$ cat config.mk
export PLATFORM = sky130hd
export DESIGN_NAME = ws2812b_decoder
export DESIGN_NICKNAME = d
export VERILOG_FILES = /design/src/rtl/ws2812b_decoder.sv
export SDC_FILE = /design/constraint.sdc
export NUM_CORES = 1
export LEC_CHECK = 0
export ABC_CLOCK_PERIOD_IN_PS = 4100
export CORE_MARGIN = 8
export CORE_UTILIZATION = 55
export DETAILED_ROUTE_END_ITERATION = 8
export PLACE_DENSITY = 0.81
export SETUP_SLACK_MARGIN = 0.3
export SLEW_MARGIN = 20
export SYNTH_ARGS = -nofsm -noshare
export SYNTH_HDL_FRONTEND = slang
export SYNTH_SLANG_ARGS = --single-unit
$ cat constraint.sdc
create_clock -name clk -period 4.1 [get_ports clk]
set_input_delay 0.82 -clock clk [delete_from_list [all_inputs] [get_ports clk]]
set_output_delay 0.82 -clock clk [all_outputs]
set_load 0.05 [all_outputs]
$ cat src/rtl/ws2812b_decoder.sv
// ws2812b_decoder: decodes a WS2812B serial line into 24-bit GRB pixels with frame latch detection.
// Ports:
//   clk          20 MHz clock
//   reset        asynchronous active-high reset
//   led_in       asynchronous WS2812B serial line
//   data_out     decoded pixel, first-received bit in [23]
//   valid/ready  output handshake for data_out
//   latch        one-cycle pulse at frame end
//   pixel_count  complete pixels in the frame just latched
//   error        one-cycle pulse on timing violation or partial pixel
//   overrun      one-cycle pulse when a pixel is dropped while valid is pending
module ws2812b_decoder #(
    parameter int T_THRESH     = 12,
    parameter int T_MIN_HIGH   = 3,
    parameter int T_MAX_HIGH   = 40,
    parameter int LATCH_CYCLES = 1000
) (
    input  logic        clk,
    input  logic        reset,
    input  logic        led_in,
    input  logic        ready,
    output logic [23:0] data_out,
    output logic        valid,
    output logic        latch,
    output logic [8:0]  pixel_count,
    output logic        error,
    output logic        overrun
);
    localparam int HW = $clog2(T_MAX_HIGH + 1);
    localparam int LW = $clog2(LATCH_CYCLES + 1);

    typedef enum logic [1:0] {IDLE, HIGH, LOW, STUCK} state_t;

    state_t        state_q, state_d;
    logic          sync1_q, sync2_q, prev_q;
    logic [HW-1:0] hcnt_q, hcnt_d, hcnt_inc;
    logic [LW-1:0] lcnt_q, lcnt_d, lcnt_inc;
    logic [23:0]   shreg_q, shreg_d;
    logic [4:0]    bit_count_q, bit_count_d;
    logic [8:0]    pixel_cnt_q, pixel_cnt_d;
    logic [23:0]   data_out_q, data_out_d;
    logic          valid_q, valid_d;
    logic          latch_q, latch_d;
    logic [8:0]    pixel_count_q, pixel_count_d;
    logic          error_q, error_d;
    logic          overrun_q, overrun_d;
    logic          rise, fall;

    assign rise     = sync2_q & ~prev_q;
    assign fall     = ~sync2_q & prev_q;
    assign hcnt_inc = hcnt_q + 1'b1;
    assign lcnt_inc = lcnt_q + 1'b1;

    always_comb begin
        state_d       = state_q;
        hcnt_d        = hcnt_q;
        lcnt_d        = lcnt_q;
        shreg_d       = shreg_q;
        bit_count_d   = bit_count_q;
        pixel_cnt_d   = pixel_cnt_q;
        data_out_d    = data_out_q;
        valid_d       = valid_q & ~ready;
        latch_d       = 1'b0;
        pixel_count_d = pixel_count_q;
        error_d       = 1'b0;
        overrun_d     = 1'b0;
        case (state_q)
            IDLE: begin
                if (rise) begin
                    state_d = HIGH;
                    hcnt_d  = HW'(1);
                end
            end
            HIGH: begin
                if (fall) begin
                    state_d = LOW;
                    lcnt_d  = LW'(1);
                    if (hcnt_q < HW'(T_MIN_HIGH)) begin
                        error_d     = 1'b1;
                        bit_count_d = 5'd0;
                    end else begin
                        shreg_d     = {shreg_q[22:0], hcnt_q >= HW'(T_THRESH)};
                        bit_count_d = bit_count_q + 5'd1;
                    end
                end else if (hcnt_inc == HW'(T_MAX_HIGH)) begin
                    // hcnt stops here, so it can never wrap while the line is stuck high
                    state_d     = STUCK;
                    hcnt_d      = hcnt_inc;
                    error_d     = 1'b1;
                    bit_count_d = 5'd0;
                end else begin
                    hcnt_d = hcnt_inc;
                end
            end
            STUCK: begin
                if (fall) begin
                    state_d = LOW;
                    lcnt_d  = LW'(1);
                end
            end
            LOW: begin
                if (rise) begin
                    state_d = HIGH;
                    hcnt_d  = HW'(1);
                end else if (lcnt_inc == LW'(LATCH_CYCLES)) begin
                    state_d       = IDLE;
                    lcnt_d        = lcnt_inc;
                    latch_d       = 1'b1;
                    pixel_count_d = pixel_cnt_q;
                    pixel_cnt_d   = 9'd0;
                    if (bit_count_q != 5'd0) begin
                        error_d     = 1'b1;
                        bit_count_d = 5'd0;
                    end
                end else begin
                    lcnt_d = lcnt_inc;
                end
            end
            default: state_d = IDLE;
        endcase
        // A full pixel is handed off one cycle after its last bit lands in the shift register
        if (bit_count_q == 5'd24) begin
            bit_count_d = 5'd0;
            pixel_cnt_d = (pixel_cnt_q == 9'd511) ? pixel_cnt_q : pixel_cnt_q + 9'd1;
            if (valid_q && !ready) begin
                overrun_d = 1'b1;
            end else begin
                valid_d    = 1'b1;
                data_out_d = shreg_q;
            end
        end
    end

    always_ff @(posedge clk or posedge reset) begin
        if (reset) begin
            state_q       <= IDLE;
            sync1_q       <= 1'b0;
            sync2_q       <= 1'b0;
            prev_q        <= 1'b0;
            hcnt_q        <= '0;
            lcnt_q        <= '0;
            shreg_q       <= '0;
            bit_count_q   <= '0;
            pixel_cnt_q   <= '0;
            data_out_q    <= '0;
            valid_q       <= 1'b0;
            latch_q       <= 1'b0;
            pixel_count_q <= '0;
            error_q       <= 1'b0;
            overrun_q     <= 1'b0;
        end else begin
            state_q       <= state_d;
            sync1_q       <= led_in;
            sync2_q       <= sync1_q;
            prev_q        <= sync2_q;
            hcnt_q        <= hcnt_d;
            lcnt_q        <= lcnt_d;
            shreg_q       <= shreg_d;
            bit_count_q   <= bit_count_d;
            pixel_cnt_q   <= pixel_cnt_d;
            data_out_q    <= data_out_d;
            valid_q       <= valid_d;
            latch_q       <= latch_d;
            pixel_count_q <= pixel_count_d;
            error_q       <= error_d;
            overrun_q     <= overrun_d;
        end
    end

    assign data_out    = data_out_q;
    assign valid       = valid_q;
    assign latch       = latch_q;
    assign pixel_count = pixel_count_q;
    assign error       = error_q;
    assign overrun     = overrun_q;
endmodule
==> impl_metrics.json, run 1 <==
{
  "slew_headroom_pct": 36.9,
  "start_util_pct": 57.0,
  "dr.pass1.iters": 4,
  "dpl_cell_area_mm2": 0.00488,
  "startpoint": "lcnt_q[0]",
  "insertion_delay_ns": 0.37,
  "cts_root_buf": "clkbuf_8",
  "vias_per_cell": 5.66,
  "cts_setup_buffers": 0,
  "synth.most_common_cell": "dfrtp_1",
  "gp_congestion": 0.895,
  "r2r_end": "pixel_cnt_q[0]",
  "die_h_um": 105,
  "grt_pass1_wl_mm": 13.7,
  "met2_length_mm": 3.92,
  "ys_seq_elements": 96,
  "reg2reg_depth": 7,
  "fin_crit_sh_pct": 66.1,
  "r2r_slack_ns": 1.39,
  "worst_pin_slew_ns": 0.946,
  "fmax_mhz": 369,
  "wl_met1_mm": 3.56,
  "n_fill_cell": 589,
  "critical_path_required_ns": 4.35,
  "finalHoldViolCount": 0,
  "final.min_clock_period_ns": 2.71,
  "routed.top_layer": "met4",
  "cts_tree": "built",
  "drc": 0,
  "cts-hold-fix-buffers": 0,
  "ys_top_cells_by_count": "dfrtp_1 (96), mux2_2 (51), nand2_1 (30), o21ai_0 (25), nor2_1 (19)",
  "synth_nets": 389,
  "synth-main-ff-cell": "dfrtp_1",
  "cellLeakagePower_nw": 2.41,
  "vias": 2940,
  "syn_to_final_growth_pct": 15.3,
  "arrival_ns": 2.97,
  "setup_violations": 0,
  "whs_ns": 0.363,
  "drtAntennaViolNets": 0,
  "portBuffers": 40,
  "wl_mm": 7.85,
  "synth_edf_count": 0,
  "ioPinCount": 41,
  "endpoint_kind": "flip-flop",
  "path_class": "flip-flop to flip-flop",
  "drv_slew": 0,
  "grt-ovfl-total": 0,
  "avgSynthCellArea_um2": 11.8,
  "worstReg2RegStart": "lcnt_q[0]",
  "hpwl_mm": 5.47,
  "path_max_fanout": 15,
  "grt_usage_pct": 14.8,
  "vdd_drop_max_mv": 0.298,
  "cts_buffers": 9,
  "stdcell_count": 519,
  "synth_top_area_share_pct": 54.6,
  "status": "finished clean",
  "cp-endpoint": "pixel_cnt_q[0]",
  "finish.instance_area_mm2": 0.00508,
  "antenna_found_initial": 0,
  "grt_max_degree": 57,
  "synth_async_sr_flop_share_pct": 100,
  "postSynthCellCount": 373,
  "rsz0062_at_grt": "no",
  "synth.cell_area_mm2": 0.00440,
  "drtIter0Drc": 138,
  "synthTopCellsByArea": "dfrtp_1 (55%), mux2_2 (13%), ha_1 (3.4%)",
  "post_cts_resized": 0,
  "ys_seq_area_share_pct": 54.6,
  "clock_skew_ns": 0.00998,
  "final_net_count": 428,
  "finalPower_w": 0.00216,
  "ys_types": 51,
  "cts.sinks": 96,
  "wl_per_cell_um": 15.1,
  "core_mm2": 0.00773,
  "seq_area_mm2": 0.00240,
  "first_global_vias": 2936,
  "path_clk_slew_ns": 0.10,
  "hold_path_class": "flip-flop to flip-flop",
  "final_layout_size_suffix_gt1_share_pct": 20.1,
  "setup_tns_ns": 0,
  "synth_area_leader_cell": "dfrtp_1",
  "route.met3.wl_um": 281,
  "die-area_mm2": 0.0111,
  "yosys_warnings": 0,
  "critPathLaunchType": "flip-flop",
  "powerDensity_mw_per_mm2": 425,
  "h-tree-depth": 3,
  "multi_input_area_mm2": 0.00187,
  "clk_path_buf_depth": 2,
  "antenna_cells": 0,
  "dp.cells": 503,
  "die_x_um": 105,
  "drv_cap": 0,
  "row_count": 32
}
sequential cells by signal, summed over array words and instances (netlist names), 2 cells and up:
| register | count |
|---|---|
| lcnt_q | 10 |
| data_out | 24 |
| hcnt_q | 6 |
| pixel_count | 9 |
| bit_count_q | 5 |
| state_q | 2 |
| shreg_q | 24 |
| pixel_cnt_q | 9 |
cell usage in the layout, fill, tap and decap left out, types with 2 or more instances in the layout:
| cell | n |
|---|---|
| inv_1 | 11 |
| buf_4 | 2 |
| o21ai_2 | 2 |
| a211o_1 | 4 |
| clkdlybuf4s50_1 | 40 |
| mux2_2 | 51 |
| clkbuf_8 | 9 |
| nor2b_1 | 2 |
| nand4_1 | 3 |
| inv_8 | 2 |
| and3_1 | 8 |
| a21o_1 | 2 |
| and2_1 | 5 |
| o21ai_0 | 25 |
| nor2_1 | 19 |
| o31ai_1 | 6 |
| clkinv_4 | 2 |
| a211oi_1 | 5 |
| or3_1 | 3 |
| nor3_1 | 4 |
| dfrtp_1 | 96 |
| xor2_1 | 5 |
| nor4_1 | 2 |
| nand3_1 | 12 |
| nand2_1 | 30 |
| a22o_1 | 4 |
| inv_6 | 2 |
| xnor2_1 | 2 |
| nand2b_1 | 4 |
| a21oi_1 | 12 |
| or4_1 | 3 |
| ha_1 | 12 |
| mux2_4 | 6 |
how the worst min path moves through the flow:
| stage | from | to | slack [ns] | cells past startpoint |
|---|---|---|---|---|
| floorplan | sync1_q | sync2_q | 0.33 | 0 |
| global placement | sync1_q | sync2_q | 0.33 | 0 |
| detailed placement | sync1_q | sync2_q | 0.34 | 0 |
| CTS | sync1_q | sync2_q | 0.37 | 0 |
| global route | sync1_q | sync2_q | 0.37 | 0 |
| finish | sync1_q | sync2_q | 0.36 | 0 |
cells by family (layout without fill, tap and decap cells):
family | Yosys count | count (layout) | synth area share, %
and+or+nand+nor | 105 | 105 | 12.3
DFF | 96 | 96 | 54.6
muxes | 58 | 58 | 15.3
adders and majority gates | 12 | 12 | 3.41
buffers and inverters | 27 | 71 | 2.98
xor gates and xnor gates | 7 | 7 | 1.39
AOI/OAI and AO/OA | 68 | 68 | 10.0
power by group:
part           leakage (nW)  internal (W)  total [W]  switching [W]
combinational         0.986      0.000182   0.000486       0.000305
sequential             1.32      0.000998    0.00107      0.0000677
clock                 0.101      0.000241   0.000606       0.000365
total                  2.41       0.00142    0.00216       0.000737
metal layers:
metal	vias to the layer above	global-route usage, %
li1	1418	-
met1	1473	18.2
met5	-	0
met3	7	3.78
met4	0	5.10
met2	42	24.6
area by class of cell:
class / instances / area share (%)
Tap cell: 102 / 2.51
Multi-Input combinational cell: 250 / 36.8
Timing Repair Buffer: 43 / 8.57
Inverter: 12 / 0.912
Clock inverter: 7 / 1.45
Clock buffer: 9 / 2.44
Sequential cell: 96 / 47.3
stage by stage:
| step | utilization (%) | setup slack, ns |
|---|---|---|
| 2_1_floorplan | - | 0.775 |
| 3_3_place_gp | 63.2 | 1.50 |
| 3_5_place_dp | 63.2 | 1.41 |
| 4_1_cts | 65.7 | 1.40 |
| 5_1_grt | 65.7 | 1.21 |
| 6_report | 65.7 | 1.39 |
critical path: stages, from the launching register on:
cell,delay [ns]
dfrtp_1,0.46
ha_1,0.30
and4_1,0.24
and2_1,0.20
a311o_1,0.26
and3_1,0.69
o21ai_2,0.17
mux2_2,0.29
Power figures use the tool's default switching activity.
==> inputs of run 2 (changes only) <==
- ABC_CLOCK_PERIOD_IN_PS: 4100 -> 2310
- CORE_UTILIZATION: 55 -> 52
- PLACE_DENSITY: 0.81 -> 0.8
- clock period: 4.1 -> 2.31 ns (I/O delays scaled with it)
==> run 2 against run 1 <==
Against the previous run:
- total power up 95%
- worst hold slack worse by 0.0076 ns
- sequential cell count unchanged
- critical endpoint is now shreg_q[21]
==> impl_metrics.json, run 2 (synthesis gave the netlist of run 1 again) <==
{
  "status": "finished clean",
  "grt_pass1_wl_mm": 14.7,
  "vias_per_cell": 5.66,
  "p_clk_share_pct": 27.6,
  "cts_root_buf": "clkbuf_8",
  "syn_to_final_growth_pct": 30.6,
  "endpoint_kind": "flip-flop",
  "start_util_pct": 53.6,
  "cts_buffers": 9,
  "clock_skew_ns": 0.0190,
  "cellLeakagePower_nw": 3.20,
  "hpwl_mm": 5.46,
  "power_switching_w": 0.00139,
  "grt_max_degree": 97,
  "intPower_w": 0.00283,
  "ioPinCount": 41,
  "powerDensity_mw_per_mm2": 733,
  "worst_pin_slew_ns": 0.531,
  "final_common_cell": "dfrtp_1",
  "setup_violations": 0,
  "slowest_delay_ns": 0.53,
  "fin_crit_sh_pct": 92.4,
  "clk_path_buf_depth": 2,
  "critical_path_required_ns": 2.55,
  "die_x_um": 108,
  "insertion_delay_ns": 0.36,
  "drtAntennaViolNets": 0,
  "first_global_vias": 3033,
  "drc": 0,
  "switching_share_pct": 33.0,
  "antenna_cells": 0,
  "h-tree-depth": 3,
  "path_clk_slew_ns": 0.09,
  "pwr-share-seq_pct": 45.2,
  "dpl_cell_area_mm2": 0.00503,
  "die-area_mm2": 0.0117,
  "cts.sinks": 96,
  "hold_path_class": "flip-flop to flip-flop",
  "dr.pass1.iters": 4,
  "path_class": "flip-flop to flip-flop",
  "gp_congestion": 0.843,
  "cts-hold-fix-buffers": 0,
  "grt-ovfl-total": 0,
  "antenna_found_initial": 0,
  "vdd_drop_max_mv": 0.392,
  "core_mm2": 0.00822,
  "cts_tree": "built",
  "die_h_um": 108,
  "row_count": 33,
  "comb_power_share_pct": 27.2,
  "wl_per_cell_um": 17.5,
  "cp_cell_sequence": "ha_4, or4_4, o21ai_4, buf_6, buf_12, mux2_2",
  "layout_common_cells": "dfrtp_1 (92), mux2_2 (34), nand2_1 (29), o21ai_0 (25)",
  "n_fill_cell": 566,
  "grt_usage_pct": 15.4,
  "finalHoldViolCount": 0,
  "fin_util_pct": 70.0,
  "drtIter0Drc": 161,
  "drv_slew": 0,
  "wl_mm": 9.75,
  "final_layout_size_suffix_gt1_share_pct": 32.2,
  "slew_headroom_pct": 64.5,
  "finish.instance_area_mm2": 0.00575,
  "drv_cap": 0,
  "vias": 3146,
  "rsz0062_at_grt": "yes",
  "critPathLaunchType": "flip-flop",
  "arrival_ns": 2.38,
  "final.min_clock_period_ns": 2.13,
  "setup_tns_ns": 0,
  "final_net_count": 462,
  "fmax_mhz": 469,
  "slowest_stage": "or4_4",
  "portBuffers": 40,
  "path_max_fanout": 7
}
[run 2: what timing repair did]
item                                    4_1_cts  5_1_grt
buffers inserted                             13       12
gates resized for setup                      20       61
endpoints found under the setup margin       55       97
cloned                                        1        2
pin swaps                                     2       14
[run 2: final cells by class]
class	count	area [um^2]	area share, %
Clock buffer	10	138	2.39
Inverter	12	48.8	0.849
Sequential cell	96	2410	41.9
Tap cell	105	131	2.29
Multi-Input combinational cell	250	2090	36.3
Timing Repair Buffer	77	862	15.0
Clock inverter	6	72.6	1.26
[run 2: per-stage QoR]
stage	instances	worst slack (ns)	total power, W	hold slack, ns
6_report	556	0.176	0.00422	0.355
5_1_grt	556	0.130	0.00446	0.386
4_1_cts	542	0.194	0.00403	0.360
3_5_place_dp	512	0.110	0.00283	0.340
3_3_place_gp	512	0.202	0.00279	0.340
2_1_floorplan	373	0.212	0.00263	0.331
[run 2: worst max-delay path: cells and delay by family (launching register included)]
kind	cells	cell delay, ns
flip-flops	1	0.46
multiplexers	1	0.33
adder cells (fa/ha/maj)	1	0.19
buffers and inverters	2	0.28
AO/OA/AOI/OAI	1	0.23
AND/OR/NAND/NOR	1	0.53
[run 2: worst paths after layout]
path / depth (start not counted) / slack, ns / end / startpoint
setup / recovery: 6 / 0.18 / shreg_q[21] / hcnt_q[0]
hold / removal: 0 / 0.36 / sync2_q / sync1_q
setup reg to reg: 6 / 0.18 / shreg_q[21] / hcnt_q[0]
hold reg to reg: 0 / 0.36 / sync2_q / sync1_q
max in group asynchronous: 3 / 1.30 / hcnt_q[1] / reset
min in group asynchronous: 3 / 0.60 / shreg_q[23] / reset
[run 2: layer usage]
| metal | vias to the layer above | track usage, % | wire length, um |
|---|---|---|---|
| li1 | 1481 | - | - |
| met1 | 1581 | 20.8 | 4400 |
| met2 | 69 | 23.4 | 4800 |
| met3 | 15 | 3.45 | 400 |
| met4 | 0 | 6.24 | 156 |
| met5 | - | 0 | 0 |
[run 2: power groups by stage]
| stage | registers [W] | logic (W) | clock network [W] |
|---|---|---|---|
| final | 0.00190 | 0.00115 | 0.00116 |
| after global routing | 0.00192 | 0.00128 | 0.00126 |
| after CTS | 0.00190 | 0.000971 | 0.00117 |
| after detailed placement | 0.00193 | 0.000901 | 0 |
| after global placement | 0.00192 | 0.000869 | 0 |
| after floorplan | 0.00190 | 0.000729 | 0 |
==> inputs of run 3 (changes only) <==
- ABC_AREA: not set -> 1
- GPL_ROUTABILITY_DRIVEN: not set -> 1
- SKIP_CTS_REPAIR_TIMING: not set -> 1
==> run 3 against run 2 <==
Against the previous run:
- sequential share of layout area increased by 0.58 points
- clock skew shrank 0.0072 ns
- register-to-register slack improved by 0.097 ns
- largest power group unchanged
- non-clock buffer count decreased by 9
- final area down 1.5%
- sequential power decreased by 2%
- largest cell class unchanged
- clock power barely moved
- worst hold slack better by 0.0033 ns
- synthesized area increased by 1.8%
- clock-buffer cell count is 1 lower
- critical endpoint is now pixel_cnt_q[1]
- total power is 6.1% lower
==> impl_metrics.json, run 3 <==
{
  "status": "finished clean",
  "crit_buf_inv": 2,
  "hold_path_class": "flip-flop to flip-flop",
  "slowest_stage": "dfrtp_1",
  "worstReg2RegStart": "pixel_cnt_q[1]",
  "avgSynthCellArea_um2": 8.82,
  "layout_common_cells": "nand2_1 (127), dfrtp_1 (94), o21ai_0 (64), inv_1 (60), dlymetal6s2s_1 (30)",
  "insertion_delay_ns": 0.36,
  "cts.sinks": 96,
  "path_clk_slew_ns": 0.11,
  "finish.instance_area_mm2": 0.00567,
  "die-area_mm2": 0.0118,
  "clk_path_buf_depth": 2,
  "core_mm2": 0.00855,
  "ys_top_cells_by_count": "nand2_1 (132), dfrtp_1 (96), o21ai_0 (69), inv_1 (63), nor2_1 (25)",
  "setup_violations": 0,
  "p_clk_share_pct": 29.4,
  "setup_tns_ns": 0,
  "r2r_slack_ns": 0.27,
  "slowest_delay_ns": 0.46,
  "portBuffers": 40,
  "dpl_cell_area_mm2": 0.00507,
  "final_net_count": 592,
  "path_max_fanout": 7,
  "final_layout_size_suffix_gt1_share_pct": 18.1,
  "endpoint_kind": "flip-flop",
  "synth_area_leader_cell": "dfrtp_1",
  "cts_root_buf": "clkbuf_8",
  "die_h_um": 109,
  "gp_congestion": 0.868,
  "yosys_warnings": 0,
  "slew_headroom_pct": 54.3,
  "dr.pass1.iters": 4,
  "grt_max_degree": 48,
  "worstHoldEndpoint": "sync2_q",
  "synth_nets": 524,
  "n_fill_cell": 655,
  "grt_pass1_wl_mm": 14.7,
  "synth.cell_area_mm2": 0.00448,
  "ioPinCount": 41,
  "synth.most_common_cell": "nand2_1",
  "ys_seq_elements": 96,
  "h-tree-depth": 3,
  "drc": 0,
  "vias_per_cell": 5.22,
  "synth-main-ff-cell": "dfrtp_1",
  "drtIter0Drc": 166,
  "pwr-share-seq_pct": 47.1,
  "cp_cell_sequence": "ha_1, nand2_1, inv_1, nand4_1, nor2_1, ha_1, or2_4, o21ai_4, nand2_2, buf_4, nand2_1, o21ai_1",
  "wl_mm": 9.77,
  "row_count": 34,
  "r2r_end": "pixel_cnt_q[1]",
  "path_class": "flip-flop to flip-flop",
  "comb_power_share_pct": 23.4,
  "finalHoldViolCount": 0,
  "ys_seq_area_share_pct": 53.6,
  "hpwl_mm": 6.16,
  "critPathLaunchType": "flip-flop",
  "synth_edf_count": 0,
  "whs_ns": 0.358,
  "synthTopCellsByArea": "dfrtp_1 (54%), nand2_1 (11%), o21ai_0 (7.7%)",
  "clock_skew_ns": 0.0118,
  "fin_crit_sh_pct": 88.2,
  "grt_usage_pct": 15.1,
  "antenna_cells": 0,
  "antenna_found_initial": 0,
  "die_x_um": 109,
  "worst_pin_slew_ns": 0.684,
  "fmax_mhz": 491,
  "drtAntennaViolNets": 0,
  "fin_util_pct": 66.3,
  "final.min_clock_period_ns": 2.04,
  "critical_path_required_ns": 2.56,
  "reg2reg_depth": 12,
  "drv_slew": 0,
  "cts_buffers": 9,
  "switching_share_pct": 33.1,
  "rsz0062_at_grt": "yes",
  "vias": 3597,
  "synth_async_sr_flop_share_pct": 100,
  "final_common_cell": "nand2_1",
  "arrival_ns": 2.29,
  "drv_cap": 0,
  "first_global_vias": 3308,
  "wl_per_cell_um": 14.2,
  "hold_depth": 0,
  "vdd_drop_max_mv": 0.446,
  "postSynthCellCount": 508,
  "syn_to_final_growth_pct": 26.4,
  "intPower_w": 0.00265,
  "ys_types": 37,
  "cts_tree": "built",
  "cellLeakagePower_nw": 3.18,
  "powerDensity_mw_per_mm2": 699,
  "synth_top_area_share_pct": 53.6,
  "grt-ovfl-total": 0,
  "power_switching_w": 0.00131,
  "hp-start": "sync1_q",
  "path_delay_family": "simple AND/OR/NAND/NOR gates",
  "start_util_pct": 52.4
}
==> run 3: changes by cell type after synthesis, moves of 8 or more <==
cell     before  now
nand3_1      12   20
nand2_1      30  132
a21oi_1      12    4
inv_1        12   63
o21ai_0      25   69
mux2_2       51    1
and3_1        8    0
==> run 3: power by group through the flow <==
stage          Sequential [W]  Combinational [W]  Clock, W
2_1_floorplan         0.00188           0.000578         0
6_report              0.00186           0.000928   0.00117
5_1_grt               0.00188            0.00103   0.00126
3_3_place_gp          0.00188           0.000754         0
4_1_cts               0.00186           0.000789   0.00118
3_5_place_dp          0.00189           0.000783         0
==> run 3: per-layer routing <==
layer  wire length [um]  global-route usage, %
met1               4230                   18.8
met2               4860                   26.2
met3                498                   2.48
met4                192                   4.99
met5                  0                      0
==> run 3: cell type report <==
| type | count | area [um^2] | area share, % |
|---|---|---|---|
| clock buffer | 9 | 124 | 2.19 |
| inverter | 67 | 258 | 4.55 |
| multi-input combinational | 334 | 1900 | 33.5 |
| sequential | 96 | 2400 | 42.4 |
| timing repair buffer | 68 | 761 | 13.4 |
| tap | 108 | 135 | 2.39 |
| clock inverter | 7 | 86.3 | 1.52 |
==> run 3: cell families after synthesis <==
logic type	Yosys count	share of synthesized area [%]
adders and majority gates	12	3.35
and+or+nand+nor	213	21.9
buffers and inverters	81	7.04
AOI/OAI and AO/OA	94	11.6
xor gates and xnor gates	11	2.15
muxes	1	0.251
DFF	96	53.6
==> run 3: worst max-delay path by stage <==
stage                               from        endpoint  slack (ns)  cells after the start
after floorplan           pixel_cnt_q[0]  pixel_cnt_q[2]        0.41                     12
after CTS                 pixel_cnt_q[0]  pixel_cnt_q[8]        0.22                     11
after detailed placement  pixel_cnt_q[0]  pixel_cnt_q[6]        0.24                     11
after global placement    bit_count_q[0]  pixel_cnt_q[6]        0.30                     12
after global routing      pixel_cnt_q[1]  pixel_cnt_q[1]        0.18                     12
final                     pixel_cnt_q[1]  pixel_cnt_q[1]        0.27                     12
==> run 3: per-stage QoR <==
stage / setup slack (ns) / power, W / std cells
after global placement: 0.301 / 0.00263 / 650
after global routing: 0.182 / 0.00417 / 689
after detailed placement: 0.239 / 0.00267 / 650
final: 0.273 / 0.00396 / 689
after CTS: 0.224 / 0.00383 / 666
after floorplan: 0.413 / 0.00246 / 508
==> RTL edit: new RTL, settings of run 2 <==
Make the reset (`reset`) synchronous in one clocked block. Comments in the files are not updated.
--- a/src/rtl/ws2812b_decoder.sv
+++ b/src/rtl/ws2812b_decoder.sv
@@ -132,5 +132,5 @@
     end
 
-    always_ff @(posedge clk or posedge reset) begin
+    always_ff @(posedge clk) begin
         if (reset) begin
             state_q       <= IDLE;
Behaviour: differs if reset is asserted again (counterexample within 10 cycles, from zero or initial values and one cycle with reset high); with reset held inactive, the same outputs for 10 cycles.
==> RTL edit against run 2 <==
Area after synthesis is 1.6% lower. Sequential cell count stayed put. Via count is 27% higher. First-iteration DRC count is 110% higher. Highest routed layer unchanged. Worst setup slack better by 91 ps. Critical endpoint is now state_q[1]. Wire length is 0.21% higher. Cell area is 9.9% lower.
Power is not compared: it rests on default switching activity, and its combinational part moved more than twofold at a synthesized area within 25%.
==> RTL edit: results (changes against run 2) <==
run_status:
  status: "completed"
synthesis:
  async_reset_ff_frac: 0  # -1.00
  synth_seq_area_share: 0.444  # -0.102
  syn_nets: 561  # +44%
  synth_common_cells: "nand2_1, dfxtp_1, a21oi_1"
  synthTopCellsByArea: "dfxtp_1, nand2_1, a21oi_1"
  synth_flop_cell: "dfxtp_1"
  syn_inst: 545  # +46%
setup_path:
  arrival_ps: 2300  # -80 ps
  rr_worst_depth: 7  # +1
  max_stage_delay_ps: 380  # -150 ps
  cp_top_family: "compound AO/OA/AOI/OAI gates"
  worstReg2RegStart: "lcnt_q[1]"
placement:
  place_hpwl_um: 6350  # +16%
  placed_cells: 668  # +30%
  placed_area_um2: 4820  # -4.3%
  gp_congestion: 0.873  # +3.5%
grt:
  grt_pass1_wl_um: 15700  # +7.2%
  use_met1: 0.197  # -0.0112
  grt_max_degree: 95  # -2.1%
  use_met2: 0.276  # +0.0417
final_layout:
  drive_gt1_frac: 0.129  # -0.192
  fin_nets: 599  # +30%
sta:
  relSlewSlack: 0.652  # +0.00706
routing:
  routed_wl_um: 9770  # +0.21%
  drtIter0Drc: 332  # +110%
  vias: 3980  # +27%
  wl_per_cell_um: 14.1  # -20%
worst_hold_path:
  min_delay_path_depth: 1  # +1
## RTL edit: changes by cell type after synthesis, moves of 19 or more
cell and change:
nand2_1 +97, nor2_1 +19, dfrtp_1 -96, dfxtp_1 +96
a21oi_1 +62, mux2_2 -49
## RTL edit: layout make-up
type / count / area, um^2
clock buffer: 10 / 128
inverter: 13 / 48.8
timing repair buffer: 59 / 588
clock inverter: 6 / 51.3
sequential: 96 / 1940
multi-input combinational: 404 / 2290
fill: 688 / 2950
tap: 105 / 131
## RTL edit: kinds of logic (layout without fill, tap and decap cells)
| logic type | count (synthesis) | count (layout) | synth area share |
|---|---|---|---|
| simple gates | 242 | 242 | 0.261 |
| flops | 96 | 96 | 0.444 |
| mux | 3 | 3 | 0.00751 |
| buf+inv | 45 | 88 | 0.0456 |
| fa+ha+maj | 12 | 12 | 0.0347 |
| compound gates | 147 | 147 | 0.208 |
## RTL edit: worst reg2reg max path: stages, from the launching register on
cell and delay [ps]:
dfxtp_4 380, buf_4 150, and3_2 250, nor3_1 250, o21a_1 240, o2111a_1 190, a22o_1 180, mux2_4 310
## RTL edit: layer usage
layer  part of all wire  vias up  wire (um)
li1                   -     1973          -
met1               0.46     1863       4450
met2               0.47      118       4630
met3              0.050       26        485
met4              0.021        0        206
met5                  0        -          0
## RTL edit: path summary, 6_finish.rpt
kind                            slack [ps]          to
worst max-delay path                   270  state_q[1]
worst max register to register         270  state_q[1]
worst min register to register         450     sync2_q
worst min-delay path                   450     sync2_q
## RTL edit: repair_timing
item,CTS,global route
pin swaps,2,7
resized for setup,16,34
endpoints found under the setup margin,31,59
buffers inserted,5,4
